--- config.mk ---
export PLATFORM = sky130hd
export DESIGN_NAME = cpu_run_controller
export DESIGN_NICKNAME = d
export VERILOG_FILES = /design/src/rtl/cpu_run_controller.sv
export SDC_FILE = /design/constraint.sdc
export NUM_CORES = 1
export LEC_CHECK = 0
export ABC_AREA = 1
export BUFFER_PORTS_ARGS = -buffer_cell sky130_fd_sc_hd__buf_2
export CAP_MARGIN = 10
export CORE_ASPECT_RATIO = 1.5
export CORE_MARGIN = 2
export CORE_UTILIZATION = 46
export DETAILED_ROUTE_END_ITERATION = 6
export GPL_ROUTABILITY_DRIVEN = 0
export PLACE_DENSITY = 0.77
export REMOVE_ABC_BUFFERS = 1
export SLEW_MARGIN = 10
export SYNTH_ARGS = -nofsm -noshare
export SYNTH_HDL_FRONTEND = slang
export SYNTH_SLANG_ARGS = --single-unit
--- constraint.sdc ---
create_clock -name clk -period 1.6 [get_ports clk]
set_input_delay 0.08 -clock clk [delete_from_list [all_inputs] [get_ports clk]]
set_output_delay 0.08 -clock clk [all_outputs]
set_load 0.02 [all_outputs]
--- src/rtl/cpu_run_controller.sv ---
// cpu_run_controller: sequences CPU reset, times the run and returns a pass/fail/timeout verdict from tohost stores
module cpu_run_controller #(
    parameter int                    RESET_CYCLES   = 4,
    parameter int                    TIMEOUT_CYCLES = 100,
    parameter int                    CNT_WIDTH      = 32,
    parameter int                    ADDR_WIDTH     = 32,
    parameter int                    DATA_WIDTH     = 32,
    parameter logic [ADDR_WIDTH-1:0] TOHOST_ADDR    = 'h1000
) (
    input  logic                  clk,
    input  logic                  rst,
    input  logic                  restart,
    input  logic                  st_en,
    input  logic [ADDR_WIDTH-1:0] st_addr,
    input  logic [DATA_WIDTH-1:0] st_data,
    output logic                  cpu_rst,
    output logic                  running,
    output logic                  done,
    output logic                  pass,
    output logic                  fail,
    output logic                  timeout,
    output logic [DATA_WIDTH-1:0] fail_code,
    output logic [CNT_WIDTH-1:0]  cycle_count
);
    typedef enum logic [2:0] {S_RESET, S_RUN, S_PASS, S_FAIL, S_TIMEOUT} state_t;
    localparam int RW = $clog2(RESET_CYCLES + 1);

    state_t                state, state_n;
    logic [RW-1:0]         rcnt, rcnt_n;
    logic [CNT_WIDTH-1:0]  cnt_n;
    logic [DATA_WIDTH-1:0] code_n;
    logic                  hit;

    assign hit = st_en && st_addr == TOHOST_ADDR && st_data != '0;

    // every output is a pure decode of the state register, so nothing combinational reaches the ports
    assign cpu_rst = state != S_RUN;
    assign running = state == S_RUN;
    assign pass    = state == S_PASS;
    assign fail    = state == S_FAIL;
    assign timeout = state == S_TIMEOUT;
    assign done    = pass | fail | timeout;

    // next state: reset countdown, run watch (hit beats watchdog), sticky verdict until restart
    always_comb begin
        state_n = state;
        rcnt_n  = rcnt;
        cnt_n   = cycle_count;
        code_n  = fail_code;
        case (state)
            S_RESET: begin
                if (rcnt == RW'(RESET_CYCLES - 1)) begin
                    state_n = S_RUN;
                    cnt_n   = '0;
                end else begin
                    rcnt_n = rcnt + 1'b1;
                end
            end
            S_RUN: begin
                if (hit) begin
                    state_n = st_data == DATA_WIDTH'(1) ? S_PASS : S_FAIL;
                    code_n  = st_data == DATA_WIDTH'(1) ? fail_code : st_data >> 1;
                end else if (cycle_count == CNT_WIDTH'(TIMEOUT_CYCLES - 1)) begin
                    state_n = S_TIMEOUT;
                end else begin
                    cnt_n = cycle_count + 1'b1;
                end
            end
            default: begin
                if (restart) begin
                    state_n = S_RESET;
                    rcnt_n  = '0;
                    code_n  = '0;
                end
            end
        endcase
    end

    // state and counters, rst wins over everything
    always_ff @(posedge clk) begin
        if (rst) begin
            state       <= S_RESET;
            rcnt        <= '0;
            cycle_count <= '0;
            fail_code   <= '0;
        end else begin
            state       <= state_n;
            rcnt        <= rcnt_n;
            cycle_count <= cnt_n;
            fail_code   <= code_n;
        end
    end
endmodule

### Word level (Yosys, flattened, before mapping)

Index checks and enable logic that the tools add are counted.
W data, S select, Z words.

* bits of input ports: 68
* flip-flop bits (word level): 70
* memory bits (read-only): 0
* bits in writable memories: 0
* latch bits: 0
* word-level logic and storage cells: 54
* memories kept: 0

* div/mod/pow operators: 0
* multipliers: 0
* add/sub/neg operators: 2
* bitwise gates (word level): 4
* equal/unequal tests: 16
* reductions and logical operators: 12
* magnitude comparators: 0
* shifts and indexed selects: 0
* multiplexer cells: 16

Operator list (count)
* $mux W32: 6
* $pmux W32 S2: 2
* $add A32 B1 Y32 const B: 1
* $eq A32 B1 Y1 const B: 1
* $eq A32 B13 Y1 const B: 1
* $eq A32 B7 Y1 const B: 1
* $reduce_bool A32 Y1: 1
* $mux W3: 5
* $pmux W3 S2: 2
* $ne A2 B2 Y1 const B: 5
* $eq A3 B2 Y1 const B: 3
* $reduce_and A4 Y1: 2
* $ne A3 B1 Y1 const B: 2
* $reduce_and A3 Y1: 2
* $reduce_bool A2 Y1: 3
* $add A3 B1 Y3 const B: 1
* $eq A3 B1 Y1 const B: 1
* $eq A3 B3 Y1 const B: 1
* $logic_not A3 Y1: 1
* $reduce_bool A3 Y1: 1
* $logic_and A1 B1 Y1: 2
* $ne A2 B1 Y1 const B: 1
* $not A1 Y1: 2
* $or A1 B1 Y1: 2
* $mux W1: 1

### Depth between registers and ports, before layout

* depth after elaboration: 5
* depth in mapped cells: 14
* mapped depth without buffers: 13

### Least setup slack after synthesis

OpenSTA, ideal clock, no wires.

* path type: reg2reg
* from: register cycle_count[0]
* to: register cycle_count[12]
* stages on the path, launching flop included: 13
* setup slack: -0.245 ns
* arrival time: 1.713 ns
* cells stage by stage: dfxtp_1 > ha_1 > inv_1 > nor3_1 > nand3_1 > nor2_1 > nand2_1 > nand2_1 > nand2_1 > buf_4 > buf_4 > nand3_1 > a21oi_1

* cells in the longest elaborated chain, start to end: 4

RTL lines
* from (decl): line 23 `output logic [CNT_WIDTH-1:0] cycle_count`
* from (signal assigned): line 89 `cycle_count <= cnt_n;`
* $add A32 B1 Y32: line 66 `cnt_n = cycle_count + 1'b1;`
* $mux W32: line 63 `end else if (cycle_count == CNT_WIDTH'(TIMEOUT_CYCLES - 1)) begin`
* $mux W32: line 60 `if (hit) begin`
* $pmux W32 S2: line 50 `case (state)`

Parallel ways exist; a longest one is shown, timed or not. The select of a mux whose other input is x is not followed.
A chain may end at the register's enable or synchronous reset.

### Worst setup path in the final report

* from: register cycle_count[3]
* to: register cycle_count[10]

Same word-level chain as after synthesis.

==> reports/qor.yml <==
timing:
  hold_ws_ps: 18.5
  rsz0062_at_grt: "yes"
  finalHoldViolations: 0
  fmax_mhz: 554
  period_needed_ps: 1810
  post-route-period-util_pct: 113
  finalClockSkew_ps: 4.95
  post-route-worst-setup-slack_ps: -205
  setup_viol: 32
  slew_viol_final: 0
hold_path:
  min-delay-start: "st_data[27]"
  hold_path_depth: 3
  hold_class: "in -> reg"
  min_to: "fail_code[26]"
clock_tree:
  hold_buffers: 0
  cts_buffers: 9
  clk_latency_ps: 340
  cts_tree: "yes"
  clock_path_buffers: 2
  cts.htree.levels: 3
  cts.clk_slew.worst_paths_ps: 60
  cts.root.buffer_cell: "clkbuf_16"
  clock-sinks: 69
global_route:
  overflow: 0
  grt_start_max_net_pins: 33
  track_usage_pct: 29.6
  grt_pass1_wl_mm: 23.0
  antenna_found_initial: 0
  grt_pass1_vias: 5244
finish:
  finalNonFillerCells: 979
  final_core_util_pct: 69.2
  fillers: 719
  area_growth_pct: 45.6
  final_area_um2: 6110
  seq_area_um2: 1400
  multiInputGateArea_um2: 2610
  fin_nets: 935
  diodes: 0
  final_cell_mix: "nand2_1 (134), buf_2 (134), nor2_1 (122)"
  drive_gt1_share_pct: 34.9
routing:
  postRouteAntennaNets: 0
  post_drt_wl_per_cell_um: 14.9
  viasPerCell: 5.54
  dr.first_iter.drc_count: 536
  wl_mm: 14.6
  drt_pass1_iterations: 5
  drc: 0
  num_vias: 5428
power_and_ir_drop:
  powerDensity_nw_per_um2: 1130
  power_leakage_uw: 0.00267
  peakVddDrop_mv: 0.933
  power.total_uw: 6900
placement:
  dpl.cell_count: 951
  numPortBuffers: 136
  place_area_um2: 5440
  dpl.hpwl_mm: 10.1
floorplan:
  ioPinCount: 138
  die_h_um: 121
  row_count: 42
  initial_core_util_pct: 47.5
  core-area_um2: 8830
  dieArea_um2: 9920
  fp.dieW_um: 82
critical_path:
  startpoint_type: "flip-flop"
  crit_type: "reg -> reg"
  required_ps: 1880
  ff2ff_setup_slack_ps: -210
  r2r_cells: 8
  crit_fanout: 4
  timing.rr.end: "cycle_count[10]"
  arrival_ps: 2090
  reg2reg_from: "cycle_count[3]"
  end_kind: "flip-flop"
synthesis:
  synth_area_um2: 4200
  syn_avg_cell_area_um2: 6.28
  yosysWarnings: 0
  synth_edf_count: 0
  synth_cells: 668
  yosysSeqAreaShare_pct: 32.9
  ys_types: 37
  synth-async-reset-ratio_pct: 0
  synth-main-ff-cell: "dfxtp_1"
  synth_seq_cells: 69
outcome:
  status: "complete, but fails checks"
  violations: "setup timing"
run:
  cap_violations: 0
## power breakdown
group          internal [µW]  switching, µW
clock network           1240            782
logic                   1190           1630
registers               1910            151
## flip-flops by register name (all words and copies together) (netlist names)
register / cells
rcnt: 3
state: 3
cycle_count: 32
fail_code: 31
## through the flow
stage                     setup WS, ps  TNS [ps]
final                             -205     -4280
after global routing              -280     -7860
after CTS                         -107     -2520
after detailed placement          -147     -4010
after global placement           -73.2     -1030
after floorplan                   -630    -37420
## area by class of cell
type                            instances  area share (%)
Multi-Input combinational cell        514            42.7
Sequential cell                        69            22.8
Clock buffer                           10            3.91
Tap cell                              110            2.25
Timing Repair inverter                  1           0.266
Timing Repair Buffer                  217            23.6
Clock inverter                          6            1.02
Inverter                               52            3.52
## cell families (layout without fill, tap and decap cells)
kind of cell / Yosys count / count (layout) / share of synthesized area, %
simple gates: 432 / 432 / 46.6
buf+inv: 85 / 286 / 8.97
fa+ha+maj: 3 / 3 / 0.894
other cells: 1 / 1 / 0.0893
flops: 69 / 69 / 32.9
compound gates: 69 / 69 / 8.67
xor+xnor: 9 / 9 / 1.88
## how the worst max path moves through the flow
stage	slack [ps]	start	cells after the start	end
global placement	-70	cycle_count[0]	13	cycle_count[22]
global route	-280	cycle_count[0]	13	cycle_count[16]
finish	-210	cycle_count[3]	8	cycle_count[10]
CTS	-110	cycle_count[1]	13	cycle_count[1]
detailed placement	-150	cycle_count[1]	13	cycle_count[19]
floorplan	-630	state[1]	6	fail_code[0]
## critical path: stages, from the launching register on
cell     delay, ps
dfxtp_1        410
inv_1          140
buf_4          170
nor3_1         230
nand3_1        160
xor2_1         200
nor2_1         190
nand2_1        110
a21oi_2        140
## what timing repair did
item                       in CTS  in global routing
resized for setup              33                 41
buffers inserted                4                  8
setup endpoints to repair      37                 39
cloned                          2                  1
pin swaps                      12                 23
## cells in the mapped netlist (2+ instances only)
| cell | n | area (µm²) |
|---|---|---|
| a21o_1 | 2 | 15.0 |
| a21oi_1 | 49 | 245 |
| and2_1 | 2 | 12.5 |
| buf_1 | 4 | 15.0 |
| buf_2 | 11 | 55.1 |
| buf_4 | 8 | 60.1 |
| clkbuf_1 | 9 | 33.8 |
| dfxtp_1 | 69 | 1380 |
| ha_1 | 3 | 37.5 |
| inv_1 | 49 | 184 |
| nand2_1 | 146 | 548 |
| nand2_2 | 5 | 31.3 |
| nand3_1 | 72 | 360 |
| nand3b_1 | 4 | 30.0 |
| nand4_1 | 43 | 269 |
| nor2_1 | 128 | 480 |
| nor2_2 | 5 | 31.3 |
| nor3_1 | 16 | 80.1 |
| nor3_2 | 2 | 20.0 |
| o211a_1 | 2 | 20.0 |
| o21ai_0 | 15 | 75.1 |
| or2_2 | 2 | 12.5 |
| xnor2_1 | 4 | 35.0 |
| xor2_1 | 5 | 43.8 |
## layer usage
| layer | track usage [%] | up-vias | wire length [µm] |
|---|---|---|---|
| met5 | 0 | - | 0 |
| met4 | 18.4 | 0 | 786 |
| met3 | 7.07 | 69 | 1090 |
| met2 | 51.3 | 292 | 7460 |
| met1 | 31.1 | 2474 | 5250 |
| li1 | - | 2593 | - |
No activity file was read; power rests on OpenSTA's default activity.
